===== src/rtl/flash_strobe_gen.sv =====
// Strobe generator: conditions run/rate switches and pulses o_enable once every L cycles.
// Optional run-bit debounce is enabled by defining STROBE_DEBOUNCE_EN.
module flash_strobe_gen #(
    parameter int     NB_COUNTER      = 32,
    parameter longint LIMIT_0         = 2**19,
    parameter longint LIMIT_1         = 2**20,
    parameter longint LIMIT_2         = 2**21,
    parameter longint LIMIT_3         = 2**22,
    parameter int     DEBOUNCE_CYCLES = 16
) (
    input  logic       clock,
    input  logic       i_reset,
    input  logic [2:0] i_sw,
    output logic       o_enable,
    output logic       o_running,
    output logic [1:0] o_rate
);

    // Elaboration-time guard on the configuration.
    if (LIMIT_0 < 1 || LIMIT_1 < 1 || LIMIT_2 < 1 || LIMIT_3 < 1 ||
        LIMIT_0 > (64'd1 << NB_COUNTER) || LIMIT_1 > (64'd1 << NB_COUNTER) ||
        LIMIT_2 > (64'd1 << NB_COUNTER) || LIMIT_3 > (64'd1 << NB_COUNTER) ||
        DEBOUNCE_CYCLES < 1) begin : g_bad_cfg
        $error("flash_strobe_gen: illegal LIMIT_k or DEBOUNCE_CYCLES");
    end

    // Limits are widened by one bit so LIMIT = 2**NB_COUNTER still yields an exact L-1.
    localparam logic [NB_COUNTER:0] LIM0 = (NB_COUNTER+1)'(LIMIT_0);
    localparam logic [NB_COUNTER:0] LIM1 = (NB_COUNTER+1)'(LIMIT_1);
    localparam logic [NB_COUNTER:0] LIM2 = (NB_COUNTER+1)'(LIMIT_2);
    localparam logic [NB_COUNTER:0] LIM3 = (NB_COUNTER+1)'(LIMIT_3);
    localparam logic [NB_COUNTER-1:0] LAST0 = NB_COUNTER'(LIM0 - 1'b1);
    localparam logic [NB_COUNTER-1:0] LAST1 = NB_COUNTER'(LIM1 - 1'b1);
    localparam logic [NB_COUNTER-1:0] LAST2 = NB_COUNTER'(LIM2 - 1'b1);
    localparam logic [NB_COUNTER-1:0] LAST3 = NB_COUNTER'(LIM3 - 1'b1);

    typedef enum logic {
        IDLE = 1'b0,
        RUN  = 1'b1
    } state_t;

    logic [2:0]            sync1_q, sync2_q;
    logic                  run_s, run_eff;
    logic [1:0]            rate_s;
    state_t                state_q, state_d;
    logic [NB_COUNTER-1:0] cnt_q, cnt_d, last_cnt;
    logic                  enable_q, enable_d;
    logic [1:0]            rate_q, rate_d;

    always_ff @(posedge clock or negedge i_reset) begin
        if (!i_reset) begin
            sync1_q <= '0;
            sync2_q <= '0;
        end else begin
            sync1_q <= i_sw;
            sync2_q <= sync1_q;
        end
    end

    assign run_s  = sync2_q[0];
    assign rate_s = sync2_q[2:1];

`ifdef STROBE_DEBOUNCE_EN
    localparam int NB_DEB = (DEBOUNCE_CYCLES > 1) ? $clog2(DEBOUNCE_CYCLES) : 1;
    localparam logic [NB_DEB-1:0] DEB_LAST = NB_DEB'(DEBOUNCE_CYCLES - 1);

    logic [NB_DEB-1:0] deb_cnt_q, deb_cnt_d;
    logic              run_f_q, run_f_d;

    // Any return of run_s to the accepted value restarts the stability window.
    always_comb begin
        run_f_d   = run_f_q;
        deb_cnt_d = '0;
        if (run_s != run_f_q) begin
            if (deb_cnt_q == DEB_LAST) begin
                run_f_d = run_s;
            end else begin
                deb_cnt_d = deb_cnt_q + 1'b1;
            end
        end
    end

    always_ff @(posedge clock or negedge i_reset) begin
        if (!i_reset) begin
            run_f_q   <= 1'b0;
            deb_cnt_q <= '0;
        end else begin
            run_f_q   <= run_f_d;
            deb_cnt_q <= deb_cnt_d;
        end
    end

    assign run_eff = run_f_q;
`else
    assign run_eff = run_s;
`endif

    // Period in effect follows the latched rate, so mid-period changes wait for the wrap.
    always_comb begin
        last_cnt = LAST0;
        case (rate_q)
            2'd0: last_cnt = LAST0;
            2'd1: last_cnt = LAST1;
            2'd2: last_cnt = LAST2;
            2'd3: last_cnt = LAST3;
            default: last_cnt = LAST0;
        endcase
    end

    always_comb begin
        state_d  = state_q;
        cnt_d    = cnt_q;
        enable_d = 1'b0;
        rate_d   = rate_q;
        case (state_q)
            IDLE: begin
                cnt_d = '0;
                if (run_eff) begin
                    state_d = RUN;
                    rate_d  = rate_s;
                end
            end
            RUN: begin
                if (!run_eff) begin
                    state_d = IDLE;
                    cnt_d   = '0;
                end else if (cnt_q == last_cnt) begin
                    cnt_d    = '0;
                    enable_d = 1'b1;
                    rate_d   = rate_s;
                end else begin
                    cnt_d = cnt_q + 1'b1;
                end
            end
            default: begin
                state_d = IDLE;
                cnt_d   = '0;
            end
        endcase
    end

    always_ff @(posedge clock or negedge i_reset) begin
        if (!i_reset) begin
            state_q  <= IDLE;
            cnt_q    <= '0;
            enable_q <= 1'b0;
            rate_q   <= 2'd0;
        end else begin
            state_q  <= state_d;
            cnt_q    <= cnt_d;
            enable_q <= enable_d;
            rate_q   <= rate_d;
        end
    end

    assign o_enable  = enable_q;
    assign o_running = (state_q == RUN);
    assign o_rate    = rate_q;

endmodule


===== config.mk =====
export PLATFORM = sky130hd
export DESIGN_NAME = flash_strobe_gen
export DESIGN_NICKNAME = d
export VERILOG_FILES = /design/src/rtl/flash_strobe_gen.sv
export SDC_FILE = /design/constraint.sdc
export NUM_CORES = 1
export LEC_CHECK = 0
export BUFFER_PORTS_ARGS = -buffer_cell sky130_fd_sc_hd__buf_2
export CAP_MARGIN = 20
export CORE_MARGIN = 5
export CORE_UTILIZATION = 34
export CTS_CLUSTER_SIZE = 14
export DETAILED_ROUTE_END_ITERATION = 8
export SLEW_MARGIN = 10
export SYNTH_ARGS = -nofsm -noshare
export SYNTH_HDL_FRONTEND = slang
export SYNTH_SLANG_ARGS = --single-unit

===== constraint.sdc =====
create_clock -name clock -period 6.9 [get_ports clock]
set_clock_uncertainty 0.05 [all_clocks]
set_input_delay 1.38 -clock clock [delete_from_list [all_inputs] [get_ports clock]]
set_output_delay 1.38 -clock clock [all_outputs]
set_load 0.01 [all_outputs]

==> impl_metrics.toml <==
[synthesis]
synth_compound_area_share_pct = 3.71
synth_nets = 195
async_reset_ff_share_pct = 100
synth.area.mux_share_pct = 1.15
synth-simple-area-share_pct = 26.1
synth-edff-count = 0
yosys_register_bits = 42
ys.warnings.count = 0
postSynthCellCount = 189
yosysSeqAreaShare_pct = 53.8
ys_types = 34
avgSynthCellArea_um2 = 10.3
synth_fa_ha_area_share_pct = 0.640
netlist_area_um2 = 1950
dominantRegCellSynth = "dfrtp_1"
synth_top_family_by_area = "simple AND/OR/NAND/NOR gates"
synth_xor_area_share_pct = 12.1

[worst_setup_path]
cp-startpoint = "cnt_q[0]"
reg2regPathDepth = 6
crit_family = "simple AND/OR/NAND/NOR gates"
crit_path_max_fanout = 23
end_kind = "flop"
ff2ff_setup_slack_ns = 4.40
path_depth = 6
start_kind = "flop"
crit_arrival_ns = 2.62
path_class = "flop to flop"
cpPeakStageDelay_ns = 0.56
worstPathRequired_ns = 7.02
path_cells = "ha_1 -> nand3_1 -> or4_4 -> nor4_1 -> or2_2 -> nor2_1"
crit_slowest_cell = "or4_4"
cp_num_buf_inv = 0
r2r_end = "cnt_q[13]"
endpoint = "cnt_q[13]"
worstReg2RegStart = "cnt_q[0]"

[die]
die-width_um = 85.8
coreArea_um2 = 5540
fp.dieH_um = 85.8
start_util_pct = 35.3
boundaryPins = 9
die-area_um2 = 7360
rows = 27

[power_and_ir_drop]
p_per_area_nw_per_um2 = 203
peakVddDrop_mv = 0.0927
power_mw = 0.440
power_leakage_nw = 0.870

[sta]
finalSetupViolations = 0
slew_headroom_pct = 39.3
totalNegativeSetupSlack_ns = 0
slew_violations = 0
min_period_over_period_pct = 36.2
max_freq_mhz = 400
hold_viol = 0
rsz0062_at_grt = "false"
worst_pin_slew_ns = 0.910
fin_crit_ns = 2.50

[detailed_routing]
dr.pass1.iters = 4
viasPerCell = 5.05
num_vias = 1379
drtAntennaViolNets = 0
wl_mm = 3.71
first_iter_violations = 52
drc = 0
wl_per_cell_um = 13.6

[cts]
clock_sinks = 42
post_cts_buffers = 0
cts_tree = "yes"
cts-htree-levels = 2
insertion_delay_ns = 0.30
cts.clk_slew.worst_paths_ns = 0.08
ctsResizeCount = 0
cts_buffer_depth = 2
numCtsBuffers = 5
clockRootBuffer = "clkbuf_8"
ctsHoldBuffers = 0

[layout]
n_antenna_cell = 0
final_util_pct = 39.1
nFillCells = 544
fin_nets = 206
drive_gt1_share_pct = 13.9
design_area_um2 = 2170
syn_to_final_growth_pct = 10.8

[min_path]
hold_class = "flop to flop"

[placed_design]
dp_hpwl_mm = 2.51
dpl-instance-area_um2 = 2070
routabilityCongestion = 0.800
port_buffers = 8

[run_status]
outcome = "finished clean"

[grt]
grt_start_max_net_pins = 43
overflow = 0
grt_util_all_layers_pct = 11.2
grt_pass1_vias = 1312
antenna_found_initial = 0
grt_pass1_wl_mm = 6.43

[flow_run]
maxCapViolCount = 0
cells in the mapped netlist (2+ instances only):
| library cell | count | share of area (%) |
|---|---|---|
| mux2_2 | 2 | 1.2 |
| inv_1 | 5 | 0.96 |
| nor4_1 | 8 | 2.6 |
| nor2_1 | 34 | 6.5 |
| xor2_1 | 12 | 5.4 |
| nand2_1 | 10 | 1.9 |
| or4_1 | 3 | 1.2 |
| or2_2 | 2 | 0.64 |
| nand4_1 | 9 | 2.9 |
| o21ai_0 | 4 | 1.0 |
| nor3_1 | 3 | 0.77 |
| dfrtp_1 | 42 | 54 |
| nand3_1 | 11 | 2.8 |
| and4_1 | 3 | 1.3 |
| xnor2_1 | 15 | 6.7 |
| a21oi_1 | 3 | 0.77 |
| buf_2 | 3 | 0.77 |
| and3_1 | 4 | 1.3 |
cell usage in the layout, fill, tap and decap left out, types with 2 or more instances in the layout:
| cell type | count |
|---|---|
| clkbuf_8 | 6 |
| buf_2 | 8 |
| nor3_1 | 3 |
| inv_1 | 5 |
| nand3_1 | 11 |
| and3_1 | 4 |
| dfrtp_1 | 42 |
| xor2_1 | 12 |
| nor2_1 | 34 |
| nand2_1 | 10 |
| or2_2 | 2 |
| o21ai_0 | 4 |
| mux2_2 | 2 |
| xnor2_1 | 15 |
| and4_1 | 3 |
| or4_1 | 3 |
| nor4_1 | 8 |
| a21oi_1 | 3 |
| nand4_1 | 9 |
worst register-to-register path, stage by stage, from the launching register on:
cell and delay, ns:
dfrtp_1 0.39, ha_1 0.20, nand3_1 0.22, or4_4 0.56
nor4_1 0.37, or2_2 0.46, nor2_1 0.12
kinds of logic after synthesis:
group                      count (synthesis)
xor gates and xnor gates                  27
AOI/OAI and AO/OA                         11
buffers and inverters                     11
muxes                                      2
and+or+nand+nor                           95
adders and majority gates                  1
DFF                                       42
layout make-up:
type / count / area, µm² / area share [%]
sequential: 42 / 1050 / 48.5
timing repair buffer: 10 / 57.6 / 2.66
inverter: 5 / 18.8 / 0.867
clock buffer: 6 / 82.6 / 3.81
tap: 72 / 90.1 / 4.16
multi-input combinational: 136 / 853 / 39.4
clock inverter: 2 / 12.5 / 0.578
metal layers:
layer / global-route usage [%] / part of all wire, % / vias to the layer above
met5: 0 / 0 / -
met2: 16.5 / 45 / 23
li1: - / - / 677
met1: 15.2 / 51 / 674
met3: 4.13 / 3.2 / 5
met4: 3.74 / 1.2 / 0
worst min-delay path by stage:
stage,from,to,slack [ns],cells past startpoint
global route,sync1_q[2],sync2_q[2],0.31,0
detailed placement,sync1_q[1],sync2_q[1],0.29,0
CTS,sync1_q[1],sync2_q[1],0.30,0
finish,sync1_q[1],sync2_q[1],0.30,0
global placement,sync1_q[0],sync2_q[0],0.28,0
floorplan,sync1_q[0],sync2_q[0],0.28,0
metrics by stage:
step / instances / worst slack [ns] / hold slack (ns)
floorplan: 189 / 4.66 / 0.281
global placement: 264 / 4.49 / 0.281
detailed placement: 265 / 4.37 / 0.286
CTS: 273 / 4.36 / 0.304
global route: 273 / 4.10 / 0.310
finish: 273 / 4.40 / 0.303
registers in the layout (all words and copies together), names as in the netlist:
| name | count |
|---|---|
| cnt_q | 32 |
| sync1_q | 3 |
| sync2_q | 3 |
| o_rate | 2 |
| o_enable | 1 |
| o_running | 1 |
power by group:
part / leakage, nW / switching, mW / internal [mW]
logic: 0.257 / 0.0123 / 0.00717
registers: 0.565 / 0.00433 / 0.250
clock network: 0.0472 / 0.0854 / 0.0804
total: 0.870 / 0.102 / 0.338
No activity file was read; power rests on OpenSTA's default activity.
